[config.mk]
export PLATFORM = sky130hd
export DESIGN_NAME = fx_mac_ctrl
export DESIGN_NICKNAME = d
export VERILOG_FILES = /design/src/rtl/fx_mac_ctrl.sv
export SDC_FILE = /design/constraint.sdc
export NUM_CORES = 1
export LEC_CHECK = 0
export BUFFER_PORTS_ARGS = -buffer_cell sky130_fd_sc_hd__buf_4
export CORE_ASPECT_RATIO = 2
export CORE_UTILIZATION = 30
export CTS_CLUSTER_DIAMETER = 100
export DETAILED_ROUTE_END_ITERATION = 10
export HOLD_SLACK_MARGIN = 0.08
export SLEW_MARGIN = 20
export SYNTH_ARGS = -nofsm -noshare
export SYNTH_HDL_FRONTEND = slang
export SYNTH_SLANG_ARGS = --single-unit
[constraint.sdc]
create_clock -name clk -period 2.3 [get_ports clk]
set_input_delay 0.115 -clock clk [delete_from_list [all_inputs] [get_ports clk]]
set_output_delay 0.115 -clock clk [all_outputs]
set_load 0.05 [all_outputs]
[src/rtl/fx_mac_ctrl.sv]
// fx_mac_ctrl: command sequencer for the FX multiply-accumulate datapath.
// It takes one command at a time (cmd_valid/cmd_ready), holds the operands and
// the mode on the datapath for SETTLE_CYCLES cycles, then spends one ACT cycle
// sampling the datapath output and pulsing at most one accumulator strobe.
// The result is then held (res_valid/res_ready) until the consumer takes it.
//
// Ports:
//   clk, reset           system clock, synchronous active-high reset
//   cmd_*                command handshake: op (MUL/MAC/CLR/PASS), sub, a, b
//   res_*                result handshake, 32-bit res_data
//   busy                 high in any state except IDLE
//   dp_*                 datapath operands, mode and strobes; dp_result comes back
//
// State | meaning
// IDLE  | waiting for a command, cmd_ready high
// SETTLE| operands and mode held while the multiplier settles
// ACT   | one cycle: result sampled, accumulate/clear strobe high
// HOLD  | result presented until res_ready
module fx_mac_ctrl #(
    parameter int SETTLE_CYCLES = 1
) (
    input  logic        clk,
    input  logic        reset,
    input  logic        cmd_valid,
    output logic        cmd_ready,
    input  logic [1:0]  cmd_op,
    input  logic        cmd_sub,
    input  logic [15:0] cmd_a,
    input  logic [15:0] cmd_b,
    output logic        res_valid,
    input  logic        res_ready,
    output logic [31:0] res_data,
    output logic        busy,
    output logic [15:0] dp_a,
    output logic [15:0] dp_b,
    output logic        dp_mult_enabled,
    output logic        dp_add_or_sub,
    output logic        dp_reset_accum,
    output logic        dp_accumulate,
    input  logic [31:0] dp_result
);

    typedef enum logic [1:0] {IDLE, SETTLE, ACT, HOLD} state_t;

    localparam logic [1:0] OP_MUL  = 2'b00;
    localparam logic [1:0] OP_MAC  = 2'b01;
    localparam logic [1:0] OP_CLR  = 2'b10;
    localparam logic [1:0] OP_PASS = 2'b11;

    localparam logic [2:0] CNT_INIT = 3'(SETTLE_CYCLES - 1);

    state_t      state, state_nxt;
    logic [1:0]  op, op_nxt;
    logic [2:0]  cnt, cnt_nxt;

    logic        cmd_ready_nxt, res_valid_nxt, busy_nxt;
    logic [31:0] res_data_nxt;
    logic [15:0] dp_a_nxt, dp_b_nxt;
    logic        dp_mult_enabled_nxt, dp_add_or_sub_nxt;
    logic        dp_reset_accum_nxt, dp_accumulate_nxt;

    always_ff @(posedge clk) begin
        if (reset) begin
            state           <= IDLE;
            op              <= OP_MUL;
            cnt             <= '0;
            cmd_ready       <= 1'b1;
            res_valid       <= 1'b0;
            res_data        <= '0;
            busy            <= 1'b0;
            dp_a            <= '0;
            dp_b            <= '0;
            dp_mult_enabled <= 1'b0;
            dp_add_or_sub   <= 1'b0;
            dp_reset_accum  <= 1'b0;
            dp_accumulate   <= 1'b0;
        end else begin
            state           <= state_nxt;
            op              <= op_nxt;
            cnt             <= cnt_nxt;
            cmd_ready       <= cmd_ready_nxt;
            res_valid       <= res_valid_nxt;
            res_data        <= res_data_nxt;
            busy            <= busy_nxt;
            dp_a            <= dp_a_nxt;
            dp_b            <= dp_b_nxt;
            dp_mult_enabled <= dp_mult_enabled_nxt;
            dp_add_or_sub   <= dp_add_or_sub_nxt;
            dp_reset_accum  <= dp_reset_accum_nxt;
            dp_accumulate   <= dp_accumulate_nxt;
        end
    end

    // Every output is registered, so this block computes the value each output
    // takes after the coming edge. The strobes are raised on the way into ACT
    // so they are high exactly during the ACT cycle.
    always_comb begin
        state_nxt           = state;
        op_nxt              = op;
        cnt_nxt             = cnt;
        res_valid_nxt       = res_valid;
        res_data_nxt        = res_data;
        dp_a_nxt            = dp_a;
        dp_b_nxt            = dp_b;
        dp_mult_enabled_nxt = dp_mult_enabled;
        dp_add_or_sub_nxt   = dp_add_or_sub;
        dp_reset_accum_nxt  = 1'b0;
        dp_accumulate_nxt   = 1'b0;

        case (state)
            IDLE: begin
                if (cmd_valid && cmd_ready) begin
                    op_nxt              = cmd_op;
                    dp_a_nxt            = cmd_a;
                    dp_b_nxt            = cmd_b;
                    dp_mult_enabled_nxt = (cmd_op != OP_PASS);
                    dp_add_or_sub_nxt   = (cmd_op == OP_MAC) && cmd_sub;
                    cnt_nxt             = CNT_INIT;
                    state_nxt           = SETTLE;
                end
            end
            SETTLE: begin
                if (cnt == 3'd0) begin
                    state_nxt          = ACT;
                    dp_accumulate_nxt  = (op == OP_MAC);
                    dp_reset_accum_nxt = (op == OP_CLR);
                end else begin
                    cnt_nxt = cnt - 3'd1;
                end
            end
            ACT: begin
                // dp_result here is the combinational adder output, i.e. the
                // value the accumulator captures on this same edge for MAC.
                case (op)
                    OP_CLR:  res_data_nxt = '0;
                    OP_PASS: res_data_nxt = {dp_b, dp_a};
                    default: res_data_nxt = dp_result;
                endcase
                res_valid_nxt = 1'b1;
                state_nxt     = HOLD;
            end
            HOLD: begin
                if (res_ready) begin
                    res_valid_nxt = 1'b0;
                    state_nxt     = IDLE;
                end
            end
            default: state_nxt = IDLE;
        endcase

        cmd_ready_nxt = (state_nxt == IDLE);
        busy_nxt      = (state_nxt != IDLE);
    end

endmodule

# After elaboration in Yosys (flattened, before gate mapping)
# Index checks and enable logic that the tools add are counted.
word_totals:
  input_bits: 71
  word_cells: 49
  regBits: 78
  output_inout_bits: 71
op_classes:
  addsub: 1
  mux: 10
  n_eq_ne: 11
  reduce_logical: 12
  n_bitwise: 2
op_table:
  columns: ["operator", "n"]
  rows:
  - ["$pmux W32 S2", 1]
  - ["$eq A2 B2 Y1 const B", 4]
  - ["$ne A2 B2 Y1 const B", 4]
  - ["$pmux W2 S4", 1]
  - ["$eq A2 B1 Y1 const B", 3]
  - ["$mux W2", 3]
  - ["$mux W3", 2]
  - ["$pmux W3 S2", 1]
  - ["$reduce_bool A2 Y1", 3]
  - ["$logic_not A2 Y1", 2]
  - ["$reduce_and A2 Y1", 2]
  - ["$logic_not A3 Y1", 1]
  - ["$reduce_and A3 Y1", 1]
  - ["$reduce_or A3 Y1", 1]
  - ["$sub A3 B1 Y3 const B", 1]
  - ["$logic_and A1 B1 Y1", 2]
  - ["$not A1 Y1", 2]
  - ["$pmux W1 S2", 1]
  - ["$mux W1", 1]

# Longest topological paths before layout
depth:
  depth_word: 4
  ltp_mapped: 6
  depth_no_buf: 6

# Worst setup path after synthesis
# No wires, ideal clock.
synth_timing:
  kind: "register -> register"
  startpoint: "register cnt[0]"
  endpoint: "register cnt[2]"
  path_stages_with_launch: 7
  path_buffers: 0
  t_arrival_ns: 1.498
  setup_slack_ns: 0.715
  setup_ns: 0.087
  required_ns: 2.213
  period_less_slack_ns: 1.585
  cell_sequence: "dfxtp_1 inv_1 ha_1 ha_1 or3b_4 or3_1 o31ai_1"
synth_via:
  elab_chain_len: 3
  word_cells_on_any_way: 6
  cone_classes: "add/sub (1); eq/ne (1); mux (2); reduce/logical (2)"
synth_rtl:
  columns: ["element", "line", "source"]
  rows:
  - ["start: declaration", "54", "logic [2:0] cnt, cnt_nxt;"]
  - ["start signal: assignment", "80", "cnt <= cnt_nxt;"]
  - ["$sub A3 B1 Y3 or $logic_not A3 Y1 (tied branches)", "128, 123", null]
  - ["$mux W3 or $ne A2 B2 Y1 (tied branches)", null, null]
  - ["$pmux W3 S2 or $reduce_and A3 Y1 (tied branches)", null, null]
# Parallel ways exist; a longest one is shown, timed or not. The select of a mux whose other input is x is not followed.
# A chain may end at the register's enable or synchronous reset.

# Final worst setup path
layout_timing:
  startpoint: "register state[1]"
  endpoint: "register dp_mult_enabled"
layout_via:
  elab_chain_len: 2
layout_rtl:
  columns: ["element", "line", "source"]
  rows:
  - ["start: declaration", "52", "state_t state, state_nxt;"]
  - ["start signal: assignment", "78", "state <= state_nxt;"]
  - ["$logic_not A2 Y1", "110", "case (state)"]
  - ["$reduce_and A2 Y1 (no source line)", null, null]
  - ["end signal: assignment", "87", "dp_mult_enabled <= dp_mult_enabled_nxt;"]
  - ["end: declaration", "36", "output logic dp_mult_enabled,"]
# Every way passes these cells.

==> flow_metrics.py <==
metrics = {
    "status": {
        "status": "complete, no violations",
    },
    "clocking": {
        "clock_latency_ns": 0.33,
        "cts.sinks": 78,
        "ctsResizeCount": 0,
        "cts_tree": "yes",
        "post-cts-setup-buffers": 0,
        "clockRootBuffer": "clkbuf_16",
        "clk_pin_slew_worst_paths_ns": 0.06,
        "h-tree-depth": 3,
        "clock_path_buffers": 2,
        "numCtsBuffers": 9,
    },
    "flow_run": {
        "cap_violations": 0,
    },
    "power": {
        "power_frac_seq": 0.351,
        "p_switching_uw": 1620,
        "powerDensity_mw_per_mm2": 972,
        "swShare": 0.345,
        "clock_power_share": 0.342,
        "p_leak_uw": 0.00206,
        "combPwrFrac": 0.307,
        "p_int_uw": 3070,
        "vdd.ir_drop.worst_v": 0.000562,
    },
    "worst_setup_path": {
        "worstSetupStartpointType": "register",
        "path_class": "reg -> reg",
        "slowest_stage": "dlygate4sd3_1",
        "crit_required_ns": 2.57,
        "worst-path-buf-inv": 2,
        "max_stage_delay_ns": 0.57,
        "r2r_start": "state[1]$_SDFF_PP0_",
        "end_kind": "register",
        "r2r_slack_ns": 0.32,
        "cp_max_fo": 24,
        "crit_cells": 5,
        "r2r_cells": 5,
        "critPathArrivalTime_ns": 2.25,
        "endpoint": "dp_mult_enabled$_SDFFE_PP0P_",
        "path_cells": "and4bb_1, buf_4, nor2_1, a311oi_1, dlygate4sd3_1",
        "r2r_end": "dp_mult_enabled$_SDFFE_PP0P_",
        "startpoint": "state[1]$_SDFF_PP0_",
        "path_delay_family": "buffers and inverters",
    },
    "final_layout": {
        "final_area_mm2": 0.00482,
        "final_layout_size_suffix_gt1_frac": 0.320,
        "area_growth_pct": 60.6,
        "nNetsFinal": 590,
        "diodes": 0,
    },
    "placement": {
        "numPortBuffers": 141,
        "post_dp_cell_area_mm2": 0.00411,
        "hpwl_mm": 6.42,
        "gp_congestion": 0.825,
    },
    "sta": {
        "relSlewSlack": 0.508,
        "hold_viol": 0,
        "fin_crit_sh": 0.861,
        "slew_violations": 0,
        "tightest_slew_ns": 0.739,
        "rsz0062_at_grt": "false",
        "tns_ns": 0,
        "layout_min_cycle_time_ns": 1.98,
        "skew_ns": 0.00819,
        "final-setup-viol-count": 0,
        "fmax_ghz": 0.505,
    },
    "die": {
        "core.rowCount": 51,
        "die_h_um": 143,
        "start_util": 0.309,
        "num_io_pins": 142,
        "dieArea_mm2": 0.0104,
        "core_area_mm2": 0.00970,
        "dieWidth_um": 72.7,
    },
    "global_route": {
        "grt_max_degree": 68,
        "grt_pass1_vias": 3092,
        "antenna_found_initial": 0,
        "grt_pass1_wl_mm": 14.7,
        "track_usage": 0.187,
        "grt_overflow": 0,
    },
    "logic_synthesis": {
        "ys_types": 31,
        "synth_seq_cells": 78,
        "syn-num-nets": 427,
        "synth_cells": 354,
        "synth_edf_count": 0,
        "synth-main-ff-cell": "dfxtp_1",
        "synth.area.top_cells": "dfxtp_1 (52%), a221oi_1 (9.3%), nand2_1 (9.3%)",
        "yosysSeqAreaShare": 0.520,
        "yosys_warnings": 0,
        "yosys.area.top_type": "dfxtp_1",
        "syn_area_per_cell_um2": 8.48,
        "netlist_area_mm2": 0.00300,
        "ys_async_sr_fraction": 0,
        "synth_top_area_frac": 0.520,
    },
    "drt": {
        "dr.pass1.iters": 5,
        "wl_per_cell_um": 15.0,
        "wl_mm": 9.82,
        "drtAntennaViolNets": 0,
        "remaining_drc_errors": 0,
        "drtIter0Drc": 151,
        "vias": 3225,
        "viasPerCell": 4.93,
    },
    "hold_path": {
        "worstHoldPathType": "in -> reg",
    },
}
per-layer routing:
layer  wire [µm]  track usage
met1        3690        0.194
met4         418        0.115
met3         432       0.0414
met5           0            0
met2        5280        0.334
synthesized netlist by cell type (all sizes together) (3+ instances only):
cell    count
a221oi     32
and2        3
o21ai       3
a21oi      39
buf        16
nor2       35
nand2      74
nor3       33
dfxtp      78
inv         5
clkbuf     16
flip-flops by register name, indices dropped and copies added (netlist names):
signal,cells
dp_reset_accum,1
dp_b,16
res_valid,1
cnt,3
dp_mult_enabled,1
dp_a,16
cmd_ready,1
busy,1
res_data,32
op,2
state,2
dp_add_or_sub,1
dp_accumulate,1
per-stage QoR:
stage,std cells,hold slack (ns),total power (µW),util,worst slack [ns]
after global placement,601,0.333,3050,0.424,0.635
after CTS,654,0.112,4730,0.497,0.303
after floorplan,354,0.224,2610,-,0.715
after detailed placement,601,0.339,3060,0.424,0.595
final,654,0.123,4680,0.497,0.320
after global routing,654,0.118,4900,0.497,0.198
how the worst min path moves through the flow:
stage             startpoint                           end  cells past startpoint
3_5_place_dp       cmd_op[1]  dp_mult_enabled$_SDFFE_PP0P_                      2
3_3_place_gp       cmd_op[1]  dp_mult_enabled$_SDFFE_PP0P_                      2
4_1_cts         dp_result[7]      res_data[7]$_SDFFE_PP0P_                      3
2_1_floorplan      cmd_op[1]  dp_mult_enabled$_SDFFE_PP0P_                      1
5_1_grt        dp_result[17]     res_data[17]$_SDFFE_PP0P_                      3
6_report       dp_result[26]     res_data[26]$_SDFFE_PP0P_                      3
power groups by stage:
stage	Clock [µW]	Combinational (µW)	Sequential, µW
after floorplan	0	427	2180
after global placement	0	1380	1670
after detailed placement	0	1390	1670
after CTS	1640	1450	1640
after global routing	1700	1530	1660
final	1600	1440	1640
final cells by class:
| cell class | instances | area [µm²] |
|---|---|---|
| Clock buffer | 11 | 233 |
| Clock inverter | 5 | 106 |
| Fill cell | 982 | 4880 |
| Inverter | 5 | 18.8 |
| Multi-Input combinational cell | 238 | 1250 |
| Sequential cell | 78 | 1560 |
| Tap cell | 132 | 165 |
| Timing Repair Buffer | 185 | 1480 |
kinds of logic after synthesis:
kind of cell             Yosys count  share of synthesized area
adder cells (fa/ha/maj)            2                    0.00834
flip-flops                        78                      0.520
AND/OR/NAND/NOR                  157                      0.231
buffers and inverters             38                     0.0638
AO/OA/AOI/OAI                     79                      0.176
worst register-to-register path: cells and delay by family, from the launching register on:
kind                   cells  cell delay (ns)
buffers and inverters      2             0.85
and+or+nand+nor            2             0.43
DFF                        1             0.41
AOI/OAI and AO/OA          1             0.23
cell usage in the layout, fill, tap and decap left out, types with 2 or more instances in the layout:
cell and n:
nor3_1 33, nor2_1 35, o21ai_0 3, dfxtp_1 78, bufinv_16 3, clkbuf_16 9
a21oi_1 39, o31ai_1 2, or3_1 2, nand2_1 74, buf_4 148, a221oi_1 32
inv_1 4, clkbuf_1 2, ha_1 2, dlygate4sd3_1 37, and2_1 3
timing repair:
action | 4_1_cts | 5_1_grt
hold endpoints to repair | 38 | 0
setup endpoints to repair | 0 | 0
hold buffers | 37 | 0
Note: power is estimated with default switching activity, not from simulation.
